<file path="config.mk">
export PLATFORM = sky130hd
export DESIGN_NAME = pmem_arbiter
export DESIGN_NICKNAME = d
export VERILOG_FILES = /design/src/rtl/pmem_arbiter_pkg.sv /design/src/rtl/pmem_arbiter.sv
export SDC_FILE = /design/constraint.sdc
export NUM_CORES = 1
export LEC_CHECK = 0
export ABC_AREA = 1
export BUFFER_PORTS_ARGS = -buffer_cell sky130_fd_sc_hd__buf_2
export CAP_MARGIN = 20
export CORE_AREA = 5 5 323 325
export DETAILED_ROUTE_END_ITERATION = 8
export DIE_AREA = 0 0 328 330
export PLACE_DENSITY_LB_ADDON = 0.2
export SLEW_MARGIN = 20
export SYNTH_ARGS = -nofsm -noshare
export SYNTH_HDL_FRONTEND = slang
export SYNTH_SLANG_ARGS = --single-unit
</file>
<file path="constraint.sdc">
create_clock -name clk -period 2.66 [get_ports clk]
set_input_delay 0.532 -clock clk [delete_from_list [all_inputs] [get_ports clk]]
set_output_delay 0.532 -clock clk [all_outputs]
set_load 0.01 [all_outputs]
</file>
<file path="src/rtl/pmem_arbiter_pkg.sv">
// Shared types for the cache-to-physical-memory arbiter.
package pmem_arbiter_pkg;

    typedef logic [127:0] lc3b_line;

    typedef enum logic [1:0] {
        ARB_IDLE,
        ARB_GRANT_I,
        ARB_GRANT_D
    } lc3b_arb_state;

    localparam int STREAK_W = 4;

endpackage

</file>
<file path="src/rtl/pmem_arbiter.sv">
// Arbitrates the I-cache and D-cache onto one physical-memory port.
// D-side wins by default; a streak counter bounds how long I can be held off.
module pmem_arbiter
    import pmem_arbiter_pkg::*;
#(
    parameter int MAX_D_STREAK = 4,
    parameter int ADDR_W       = 16,
    parameter int LINE_W       = 128
) (
    input  logic              clk,
    input  logic              reset,
    input  logic              i_pmem_read,
    input  logic              i_pmem_write,
    input  logic [ADDR_W-1:0] i_pmem_address,
    input  logic [LINE_W-1:0] i_pmem_wdata,
    output logic              i_pmem_resp,
    output logic [LINE_W-1:0] i_pmem_rdata,
    input  logic              d_pmem_read,
    input  logic              d_pmem_write,
    input  logic [ADDR_W-1:0] d_pmem_address,
    input  logic [LINE_W-1:0] d_pmem_wdata,
    output logic              d_pmem_resp,
    output logic [LINE_W-1:0] d_pmem_rdata,
    output logic              pmem_read,
    output logic              pmem_write,
    output logic [ADDR_W-1:0] pmem_address,
    output logic [LINE_W-1:0] pmem_wdata,
    input  logic              pmem_resp,
    input  logic [LINE_W-1:0] pmem_rdata
);

    localparam logic [STREAK_W-1:0] STREAK_MAX = STREAK_W'(MAX_D_STREAK);

    lc3b_arb_state       state_q, state_d;
    logic [STREAK_W-1:0] d_streak_q, d_streak_d;
    logic                i_req, d_req;

    assign i_req = i_pmem_read | i_pmem_write;
    assign d_req = d_pmem_read | d_pmem_write;

    always_ff @(posedge clk or posedge reset) begin
        if (reset) begin
            state_q    <= ARB_IDLE;
            d_streak_q <= '0;
        end else begin
            state_q    <= state_d;
            d_streak_q <= d_streak_d;
        end
    end

    always_comb begin
        state_d      = state_q;
        d_streak_d   = d_streak_q;
        pmem_read    = 1'b0;
        pmem_write   = 1'b0;
        pmem_address = '0;
        pmem_wdata   = '0;
        i_pmem_resp  = 1'b0;
        d_pmem_resp  = 1'b0;
        // Read data is broadcast; only the resp pulse tells a client it is valid.
        i_pmem_rdata = pmem_rdata;
        d_pmem_rdata = pmem_rdata;

        unique case (state_q)
            ARB_IDLE: begin
                if (d_req && (!i_req || d_streak_q < STREAK_MAX)) begin
                    state_d = ARB_GRANT_D;
                end else if (i_req) begin
                    state_d = ARB_GRANT_I;
                end
            end
            ARB_GRANT_I: begin
                pmem_read    = i_pmem_read;
                pmem_write   = i_pmem_write;
                pmem_address = i_pmem_address;
                pmem_wdata   = i_pmem_wdata;
                i_pmem_resp  = pmem_resp;
                if (pmem_resp) begin
                    state_d    = ARB_IDLE;
                    d_streak_d = '0;
                end
            end
            ARB_GRANT_D: begin
                pmem_read    = d_pmem_read;
                pmem_write   = d_pmem_write;
                pmem_address = d_pmem_address;
                pmem_wdata   = d_pmem_wdata;
                d_pmem_resp  = pmem_resp;
                if (pmem_resp) begin
                    state_d = ARB_IDLE;
                    // Only count D wins that actually kept a waiting I-side out.
                    if (!i_req) begin
                        d_streak_d = '0;
                    end else if (d_streak_q < STREAK_MAX) begin
                        d_streak_d = d_streak_q + 1'b1;
                    end
                end
            end
            default: state_d = ARB_IDLE;
        endcase
    end

    a_i_holds_req: assert property (@(posedge clk) disable iff (reset)
        (state_q == ARB_GRANT_I && !pmem_resp) |-> i_req);
    a_d_holds_req: assert property (@(posedge clk) disable iff (reset)
        (state_q == ARB_GRANT_D && !pmem_resp) |-> d_req);
    a_i_not_rw: assert property (@(posedge clk) disable iff (reset)
        !(i_pmem_read && i_pmem_write));
    a_d_not_rw: assert property (@(posedge clk) disable iff (reset)
        !(d_pmem_read && d_pmem_write));

endmodule

</file>
* Word-level counts from Yosys, hierarchy flattened
Index checks and enable logic that the tools add are counted.
** Storage, ports and cells
- Word-level logic and storage cells :: 36
- Register bits after elaboration :: 6
- Output and inout bits :: 404
** Cells by class
- Equality and inequality tests :: 7
- Magnitude comparators :: 1
- Reduce and logical (&&, ||, !) cells :: 8
- Add/subtract/negate cells :: 1
- Mux-type cells :: 15
- Bitwise operators :: 2
** Operators by type and width (number)
- one-hot mux 128 bit (2 select lines) :: 1
- one-hot mux 16 bit (2 select lines) :: 1
- 2-to-1 mux 4 bit :: 4
- one-hot mux 4 bit (2 select lines) :: 1
- 2-to-1 mux 2 bit :: 3
- != test 3 bit (second input constant) :: 2
- adder 4 x 1 -> 4 bit (second input constant) :: 1
- less-than comparator 4 x 3 -> 1 bit (second input constant) :: 1
- != test 2 bit (second input constant) :: 2
- one-hot mux 1 bit (2 select lines) :: 2
- one-hot mux 2 bit (2 select lines) :: 1
- AND reduction 4 bit :: 1
- == test 2 x 1 -> 1 bit (second input constant) :: 1
- == test 2 bit (second input constant) :: 1
- zero test 2 bit :: 1
- 2-to-1 mux 1 bit :: 2
- != test 2 x 1 -> 1 bit (second input constant) :: 1
- bitwise OR 1 bit :: 2
- AND reduction 2 bit :: 1
- nonzero test 2 bit :: 1
- OR reduction 2 bit :: 1
- logical AND 1 bit :: 1
- zero test 1 bit :: 1
- logical OR 1 bit :: 1

* Logic depth before layout (Yosys ltp)
Gate-level depths: netlist of the first run.
- Word-level depth :: 6
- Depth in mapped cells :: 8
- Mapped depth without buffers :: 7

* Worst setup path after synthesis of the first run
OpenSTA, ideal clock, no wires.
- Path kind :: register to output
- Start point :: register state_q[0]
- End point :: output port pmem_wdata[33]
- Buffers on the path :: 2
- Cell stages (with the launch flop) :: 7
- Setup slack :: 0.826 ns
- Arrival :: 1.302 ns
- Cell sequence :: dfrtp_1 > inv_1 > ha_1 > inv_1 > buf_2 > clkbuf_1 > a21oi_1
** Between the ends
- Longest elaborated chain between the ends :: 2
- Elaborated cells between the ends (all ways) :: 3
- Classes of those cells :: eq/ne (2); mux (1)
** RTL lines
- start, declared :: line pmem_arbiter.sv:34 : lc3b_arb_state state_q, state_d;
- start signal, assigned :: line pmem_arbiter.sv:46 : state_q <= state_d;
- == test 2 bit / == test 2 x 1 -> 1 bit (equally long branches) :: line pmem_arbiter.sv:64 : unique case (state_q)
- one-hot mux 128 bit (2 select lines) (*) :: line pmem_arbiter.sv:64
- end, declared :: line pmem_arbiter.sv:27 : output logic [LINE_W-1:0] pmem_wdata,
Every way passes the cells marked *; elsewhere a longest branch is shown, timed or not.

* Worst setup path in the final report of the first run
- Start point :: register state_q[0]
- End point :: output port pmem_wdata[109]
Same word-level chain as after synthesis.

==> results of run 1 <==
-- cell families after synthesis --
family	count (synthesis)	share of synthesized area
XOR/XNOR	1	0.00193
flip-flops	6	0.0331
AND/OR/NAND/NOR	325	0.272
adder cells (fa/ha/maj)	5	0.0138
AO/OA/AOI/OAI	151	0.166
buffers and inverters	317	0.513
-- per-stage QoR --
step	setup WS, ns	util	cell area (µm²)	hold slack [ns]	total power [mW]
6_report	0.0817	0.0659	6660	0.225	5.22
5_1_grt	0.00411	0.0655	6620	0.260	5.78
4_1_cts	0.0208	0.0650	6580	0.242	5.46
3_5_place_dp	0.178	0.0642	6500	0.488	5.17
3_3_place_gp	0.214	0.0642	6500	0.490	5.21
2_1_floorplan	0.826	-	4540	0.323	2.90
-- registers in the layout, summed over array words and instances (netlist names) --
signal      flops
state_q         2
d_streak_q      4
-- cell type report --
| cell class | instances | area, µm² | area share |
|---|---|---|---|
| antenna | 19 | 47.5 | 0.00714 |
| clock buffer | 3 | 75.1 | 0.0113 |
| inverter | 12 | 71.3 | 0.0107 |
| multi-input combinational | 482 | 2100 | 0.315 |
| sequential | 6 | 150 | 0.0225 |
| tap | 1368 | 1710 | 0.257 |
| timing repair buffer | 462 | 2500 | 0.376 |
-- worst min-delay path by stage --
| stage | startpoint | end | slack, ns | cells past startpoint |
|---|---|---|---|---|
| 2_1_floorplan | reset | d_streak_q[0]$_DFFE_PP0P_ | 0.32 | 1 |
| 3_3_place_gp | reset | d_streak_q[0]$_DFFE_PP0P_ | 0.49 | 2 |
| 3_5_place_dp | reset | d_streak_q[2]$_DFFE_PP0P_ | 0.49 | 2 |
| 4_1_cts | reset | d_streak_q[1]$_DFFE_PP0P_ | 0.24 | 2 |
| 5_1_grt | reset | d_streak_q[1]$_DFFE_PP0P_ | 0.26 | 2 |
| 6_report | reset | d_streak_q[2]$_DFFE_PP0P_ | 0.22 | 2 |
-- per-layer routing --
metal	global-route usage	vias to the layer above
met1	0.0873	2349
met5	0	-
met3	0.0631	183
met4	0.0247	60
met2	0.125	464
li1	-	2620
-- power by group through the flow --
stage	clock network, mW	logic, mW	registers (mW)
2_1_floorplan	0	2.76	0.141
3_3_place_gp	0	5.06	0.154
3_5_place_dp	0	5.01	0.153
4_1_cts	0.258	5.05	0.153
5_1_grt	0.262	5.36	0.157
6_report	0.255	4.81	0.153
-- cell usage in the layout (no fill, tap or decap), drive strengths merged --
| master | count |
|---|---|
| nand3 | 6 |
| xor2 | 1 |
| inv | 11 |
| a21oi | 146 |
| or2 | 1 |
| dfrtp | 6 |
| bufinv | 1 |
| diode | 19 |
| nor2 | 4 |
| nand2 | 312 |
| o21ai | 5 |
| buf | 460 |
| nand4 | 2 |
| ha | 5 |
| clkbuf | 5 |
==> qor.yml, run 1 <==
status: "finished clean"
die_area_um2: 108000
synth_flop_cell: "dfrtp_1"
fillers: 12167
die_h_um: 330
final_nets: 1395
dr.pass1.iters: 6
synth.cell_area_um2: 4540
p_leak_nw: 2.88
dp_hpwl_um: 43600
worstPathMaxFanout: 43
synth.top_cells.by_area: "buf_4 (45%), nand2_1 (26%), a21oi_1 (16%)"
final_layout_size_suffix_gt1_frac: 0.490
syn_to_final_growth_pct: 46.7
die_w_um: 328
ys_seq_area_frac: 0.0331
clock-root-buffer: "clkbuf_16"
path_clk_slew_ns: 0.04
fin_skew_ns: 0.00186
min_path_type: "input port to asynchronous set/reset pin"
gp_congestion: 0.720
clock_path_buffers: 2
m1WireLength_um: 17000
synthCells: 805
drv_cap: 0
cp-endpoint: "pmem_wdata[109]"
yosysWarnings: 0
cp_num_cells: 6
switching_share: 0.641
r2r_start: "state_q[0]$_DFFE_PP0P_"
cp_top_family: "buffers and inverters"
cts_tree: "done"
finalMaxSlewViolations: 0
clkPwrFrac: 0.049
initial_core_util: 0.0449
cp.arrival_ns: 2.05
rr_endpoint: "state_q[0]$_DFFE_PP0P_"
synth_cell_types: 15
vias: 5676
grt_pass1_wl_um: 59000
worstMarginPinSlew_ns: 0.387
synthMostInstantiatedCell: "nand2_1"
crit_path_start_kind: "register"
pwr-share-comb: 0.922
ant_nets: 0
num_rows: 117
required_ns: 2.13
finalSetupTns_ns: 0
cts_hold_buf: 0
maxSlewHeadroom: 0.742
setup.worst_path.end_class: "output port"
vdd_drop_max_v: 0.000358
power_frac_seq: 0.029
clock_latency_ns: 0.23
dp_cells: 2330
antenna_found_initial: 64
hold_violations: 0
async_flop_share: 1.00
dr_wl_met3_um: 8560
crit_path_start: "state_q[0]$_DFFE_PP0P_"
grt_pass1_vias: 5925
highest_layer: "met5"
drtIter0Drc: 210
wl_per_cell_um: 20.3
crit_chain: "inv_1 -> ha_1 -> bufinv_16 -> buf_4 -> a21oi_1 -> buf_2"
cts_resized: 3
rsz0062_at_grt: "false"
wirelength_um: 47700
gr-total-overflow: 0
slowest_stage: "dfrtp_1"
synth_nets: 1233
dr_wl_met2_um: 20000
grt_max_degree: 62
r2r_slack_ns: 0.67
final_cells: 2352
synth_top_area_cell: "buf_4"
period_minus_slack_ns: 2.58
synth_top_cell_area_share: 0.455
cts_made_buffers: 3
fmaxAchievable_mhz: 388
worst-path-buf-inv: 4
synth-edff-count: 0
cts.htree.levels: 1
numPortBuffers: 442
setup-violations-final: 0
path_class: "register to output port"
synth_seq_cells: 6
via_per_inst: 2.41
p_switching_mw: 3.35
route.detailed.drc: 0
synth_common_cells: "nand2_1 (312), buf_4 (275), a21oi_1 (146)"
cpPeakStageDelay_ns: 0.41
grt_use_total: 0.0817
p_int_mw: 1.87
syn_area_per_cell_um2: 5.64
coreArea_um2: 101000
post_cts_buffers: 0
period_share: 0.969
pin_count: 827
power.density_nw_per_um2: 784
reg2regPathDepth: 7
cts_sinks: 6
Power figures use the tool's default switching activity.
==> inputs of run 2 (changes only) <==
--- a/config.mk
+++ b/config.mk
@@ -6,11 +6,11 @@
 export NUM_CORES = 1
 export LEC_CHECK = 0
 export ABC_AREA = 1
-export BUFFER_PORTS_ARGS = -buffer_cell sky130_fd_sc_hd__buf_2
 export CAP_MARGIN = 20
-export CORE_AREA = 5 5 323 325
+export CORE_AREA = 5 5 318 320
 export DETAILED_ROUTE_END_ITERATION = 8
-export DIE_AREA = 0 0 328 330
+export DIE_AREA = 0 0 323 325
+export DONT_BUFFER_PORTS = 1
 export PLACE_DENSITY_LB_ADDON = 0.2
 export SLEW_MARGIN = 20
 export SYNTH_ARGS = -nofsm -noshare
==> run 2 against run 1 <==
Compared with the run above:
- maximum frequency is 2.1% lower
- register-to-register slack better by 0.09 ns
- non-clock buffer count down 375
- flip-flop and latch count unchanged
- worst hold slack got worse by 0.10 ns
- core utilization is 1.6 points lower
- via count down 23%
- combinational power barely moved
- clock skew rose by 0.0034 ns
- sequential share of layout area rose by 0.85 points
- critical path depth unchanged
==> qor.yml, run 2 (synthesis gave the netlist of run 1 again) <==
status: "finished clean"
finalMaxSlewViolations: 0
r2r_slack_ns: 0.76
reg_top3: "d_streak_q: 4 flops, state_q: 2 flops"
wl_per_cell_um: 22.3
path_clk_slew_ns: 0.04
setup-violations-final: 0
use_met1: 0.0849
die_h_um: 325
final_nets: 1021
layout_commonest_cell: "nand2_1"
dp_hpwl_um: 35400
ff_latch_area_um2: 153
fmaxAchievable_mhz: 380
drtIter0Drc: 186
final_design_area_no_fill_um2: 4920
initial_core_util: 0.0464
pin_count: 827
fillers: 11738
cts_hold_buf: 0
min_path_type: "input port to asynchronous set/reset pin"
rsz0062_at_grt: "true"
crit_path_start_kind: "register"
numPortBuffers: 0
grt_max_degree: 72
multi_input_area_um2: 2190
power.density_nw_per_um2: 1060
fin_skew_ns: 0.00530
drv_cap: 0
path_class: "register to output port"
worstPathMaxFanout: 59
syn_to_final_growth_pct: 8.27
dr.pass1.iters: 6
gp_congestion: 0.682
num_rows: 115
setup.worst_path.end_class: "output port"
hold_violations: 0
vias: 4372
worstMarginPinSlew_ns: 0.602
top_usage_layer: "met2"
layout_common_cells: "nand2_1 (309), a21oi_1 (127), buf_4 (78), a21oi_2 (19), inv_1 (10)"
cpPeakStageDelay_ns: 0.42
finalSetupTns_ns: 0
reg2regPathDepth: 9
cts_tree: "done"
r2r_start: "state_q[1]$_DFFE_PP0P_"
ant_nets: 0
antenna_found_initial: 12
die_area_um2: 105000
period_share: 0.990
top_register: "d_streak_q"
wirelength_um: 42000
cts_made_buffers: 3
place_area_um2: 4580
maxSlewHeadroom: 0.600
final_layout_size_suffix_gt1_frac: 0.205
rr_endpoint: "d_streak_q[2]$_DFFE_PP0P_"
cp.arrival_ns: 2.10
cts.htree.levels: 1
grt_pass1_wl_um: 47700
clock_latency_ns: 0.23
clock_path_buffers: 2
grt_pass1_vias: 4529
use_met2: 0.105
clock-root-buffer: "clkbuf_16"
required_ns: 2.13
crit_chain: "inv_1 -> ha_4 -> buf_12 -> nand2_1 -> a21oi_1 -> buf_4"
largest_register_ff_count: 4
grt_use_total: 0.0685
route.detailed.drc: 0
die_w_um: 323
use_met3: 0.0290
slowest_stage: "dfrtp_2"
gr-total-overflow: 0
period_minus_slack_ns: 2.63
p_leak_nw: 1.31
vdd_drop_max_v: 0.000368
cts_sinks: 6
coreArea_um2: 97800
via_per_inst: 2.32
-- run 2: power breakdown --
part           internal [mW]  switching [mW]  total, mW  leakage [nW]
Sequential             0.120          0.0371      0.158        0.0780
Combinational           1.37            3.46       4.83          1.20
Clock                  0.193          0.0530      0.246        0.0370
-- run 2: routing by layer --
metal / share of wire / vias to the layer above
li1: - / 1848
met1: 0.42 / 1929
met2: 0.42 / 459
met3: 0.11 / 124
met4: 0.039 / 12
met5: 0.0020 / -
-- run 2: layout make-up --
cell class | count | share of cell area
multi-input combinational | 482 | 0.445
timing repair buffer | 87 | 0.165
sequential | 6 | 0.0311
inverter | 12 | 0.0117
timing repair inverter | 1 | 0.00178
antenna | 5 | 0.00255
clock buffer | 3 | 0.0153
tap | 1287 | 0.328
-- run 2: what timing repair did --
action | in CTS | in global routing
setup endpoints to repair | 46 | 65
gates resized for setup | 9 | 28
pin swaps | 0 | 2
setup buffers | 0 | 3
gates cloned | 0 | 4
-- run 2: critical path, delay by kind of cell, from the launching register on --
| family | cells | cell delay, ns |
|---|---|---|
| buffers and inverters | 3 | 0.65 |
| flip-flops | 1 | 0.42 |
| AO/OA/AOI/OAI | 1 | 0.37 |
| adder cells (fa/ha/maj) | 1 | 0.22 |
| AND/OR/NAND/NOR | 1 | 0.09 |
-- run 2: worst max path at each step --
stage                                 from             end
CTS                 state_q[0]$_DFFE_PP0P_  pmem_wdata[48]
detailed placement  state_q[0]$_DFFE_PP0P_  pmem_wdata[36]
global placement    state_q[0]$_DFFE_PP0P_  pmem_wdata[36]
floorplan           state_q[0]$_DFFE_PP0P_  pmem_wdata[33]
finish              state_q[0]$_DFFE_PP0P_  pmem_wdata[79]
global route        state_q[0]$_DFFE_PP0P_  pmem_wdata[99]
-- run 2: per-stage QoR --
step	cells	setup slack [ns]	power [mW]	hold slack, ns	util
after global routing	1879	-0.0510	5.68	0.153	0.0501
after detailed placement	1868	0.0152	4.57	0.381	0.0468
final	1883	0.0265	5.24	0.123	0.0502
after floorplan	805	0.826	2.90	0.323	-
after global placement	1868	-0.0629	4.59	0.382	0.0468
after CTS	1871	-0.0967	4.86	0.134	0.0479
==> inputs of run 3 (changes only) <==
--- a/config.mk
+++ b/config.mk
@@ -7,6 +7,8 @@
 export LEC_CHECK = 0
 export ABC_AREA = 1
 export CAP_MARGIN = 20
+export CELL_PAD_IN_SITES_DETAIL_PLACEMENT = 0
+export CELL_PAD_IN_SITES_GLOBAL_PLACEMENT = 2
 export CORE_AREA = 5 5 318 320
 export DETAILED_ROUTE_END_ITERATION = 8
 export DIE_AREA = 0 0 323 325
==> run 3 against run 2 <==
Compared with the run above:
- power decreased by 8.8%
- via count is 0.69% lower
- maximum frequency is 2.5% higher
- core utilization barely moved
- flip-flop and latch count did not move
- critical path depth unchanged
- sequential power down 3%
- count of clock-buffer cells in the layout unchanged
- critical path type unchanged
- critical endpoint is now pmem_wdata[65]
==> qor.yml, run 3 (synthesis gave the netlist of run 1 again) <==
status: "finished clean"
grt_pass1_vias: 4558
dr.pass1.iters: 4
fillers: 11696
num_rows: 115
min_path_type: "input port to asynchronous set/reset pin"
rr_endpoint: "state_q[1]$_DFFE_PP0P_"
r2r_slack_ns: 0.86
route.detailed.drc: 0
reg2regPathDepth: 7
reg_top3: "d_streak_q: 4 flops, state_q: 2 flops"
r2r_start: "state_q[0]$_DFFE_PP0P_"
initial_core_util: 0.0464
wirelength_um: 35200
layout_commonest_cell: "nand2_1"
ant_nets: 0
path_class: "register to output port"
top_usage_layer: "met2"
use_met1: 0.0649
cts_sinks: 6
maxSlewHeadroom: 0.691
period_share: 0.966
path_clk_slew_ns: 0.03
fmaxAchievable_mhz: 389
syn_to_final_growth_pct: 8.57
rsz0062_at_grt: "false"
clock_path_buffers: 2
dp_cells: 1883
p_leak_nw: 1.35
via_per_inst: 2.28
setup.worst_path.end_class: "output port"
numPortBuffers: 0
vdd_drop_max_v: 0.000363
gr-total-overflow: 0
layout_common_cells: "nand2_1 (312), a21oi_1 (139), buf_4 (95), inv_1 (11), buf_12 (8)"
die_h_um: 325
final_cells: 1906
vias: 4342
period_minus_slack_ns: 2.57
worstPathMaxFanout: 61
setup-violations-final: 0
crit_path_start_kind: "register"
hold_violations: 0
coreArea_um2: 97800
grt_use_total: 0.0596
die_area_um2: 105000
worst_slack_ns: 0.0916
clock_latency_ns: 0.23
die_w_um: 323
cp.arrival_ns: 2.04
top_register: "d_streak_q"
drv_cap: 0
largest_register_ff_count: 4
pin_count: 827
finalMaxSlewViolations: 0
fin_skew_ns: 0.00133
cts_made_buffers: 3
worstMarginPinSlew_ns: 0.463
antenna_found_initial: 17
wl_per_cell_um: 18.5
grt_max_degree: 68
final_layout_size_suffix_gt1_frac: 0.196
grt_pass1_wl_um: 42500
use_met2: 0.101
clock-root-buffer: "clkbuf_16"
final_nets: 1037
drtIter0Drc: 176
dp_slack_ns: -0.124
required_ns: 2.13
cts.htree.levels: 1
dp_hpwl_um: 31200
cts_hold_buf: 0
power.density_nw_per_um2: 969
cts_tree: "done"
use_met3: 0.0291
gp_congestion: 0.698
[run 3: changes by cell type in the layout (fill, tap and decap cells not counted), moves of 2 or more]
cell / previous run / this run
buf_16: 4 / 0
a21oi_4: 0 / 2
clkbuf_16: 6 / 3
diode_2: 5 / 12
nand2_4: 2 / 0
buf_12: 2 / 8
a21oi_1: 127 / 139
a21oi_2: 19 / 5
nand2_1: 309 / 312
buf_4: 78 / 95
[run 3: how the worst max path moves through the flow]
stage | from | end | slack [ns] | cells past startpoint
4_1_cts | state_q[1]$_DFFE_PP0P_ | pmem_wdata[42] | -0.0008 | 6
5_1_grt | state_q[1]$_DFFE_PP0P_ | pmem_wdata[65] | 0.009 | 6
3_3_place_gp | state_q[1]$_DFFE_PP0P_ | pmem_wdata[71] | -0.11 | 6
2_1_floorplan | state_q[0]$_DFFE_PP0P_ | pmem_wdata[33] | 0.83 | 6
3_5_place_dp | state_q[1]$_DFFE_PP0P_ | pmem_wdata[71] | -0.12 | 6
6_report | state_q[1]$_DFFE_PP0P_ | pmem_wdata[65] | 0.09 | 6
[run 3: area by class of cell]
type / instances / area [µm²] / area share
clock buffers: 3 / 75.1 / 0.0152
inverters: 12 / 50.0 / 0.0102
flip-flops and latches: 6 / 151 / 0.0307
repair buffers: 104 / 885 / 0.179
well taps: 1287 / 1610 / 0.327
diodes: 12 / 30.0 / 0.00609
multi-input cells: 482 / 2130 / 0.432
[run 3: repair_timing]
| item | in CTS | in global routing |
|---|---|---|
| hold endpoints to repair | 0 | 0 |
| pin swaps | 0 | 0 |
| resized for setup | 6 | 6 |
| buffers inserted | 0 | 8 |
| endpoints found under the setup margin | 3 | 23 |
[run 3: per-layer routing]
| layer | wire, µm | part of all wire |
|---|---|---|
| met1 | 13200 | 0.37 |
| met2 | 16100 | 0.46 |
| met3 | 4550 | 0.13 |
| met4 | 1330 | 0.038 |
| met5 | 87 | 0.0025 |
[run 3: where the power goes]
| part | internal, mW | switching (mW) | total, mW | leakage [nW] |
|---|---|---|---|---|
| combinational | 1.42 | 2.96 | 4.38 | 1.24 |
| sequential | 0.120 | 0.0334 | 0.153 | 0.0795 |
| clock | 0.193 | 0.0501 | 0.243 | 0.0370 |
[run 3: per-stage QoR]
step / TNS (ns) / util / power (mW) / instance area [µm²] / hold slack, ns
2_1_floorplan: 0 / - / 2.90 / 4540 / 0.323
3_5_place_dp: -0.124 / 0.0482 / 4.58 / 4720 / 0.371
3_3_place_gp: -0.107 / 0.0482 / 4.58 / 4720 / 0.390
6_report: 0 / 0.0504 / 4.77 / 4930 / 0.128
5_1_grt: 0 / 0.0501 / 5.25 / 4900 / 0.156
4_1_cts: -0.000831 / 0.0493 / 4.86 / 4820 / 0.133
[run 3: worst max-delay path, cell delays in order (launching register included)]
cell and delay [ns]:
dfrtp_2 0.43, inv_1 0.12, ha_4 0.22, buf_12 0.24, nand2_1 0.29, a21oi_1 0.23, buf_4 0.15
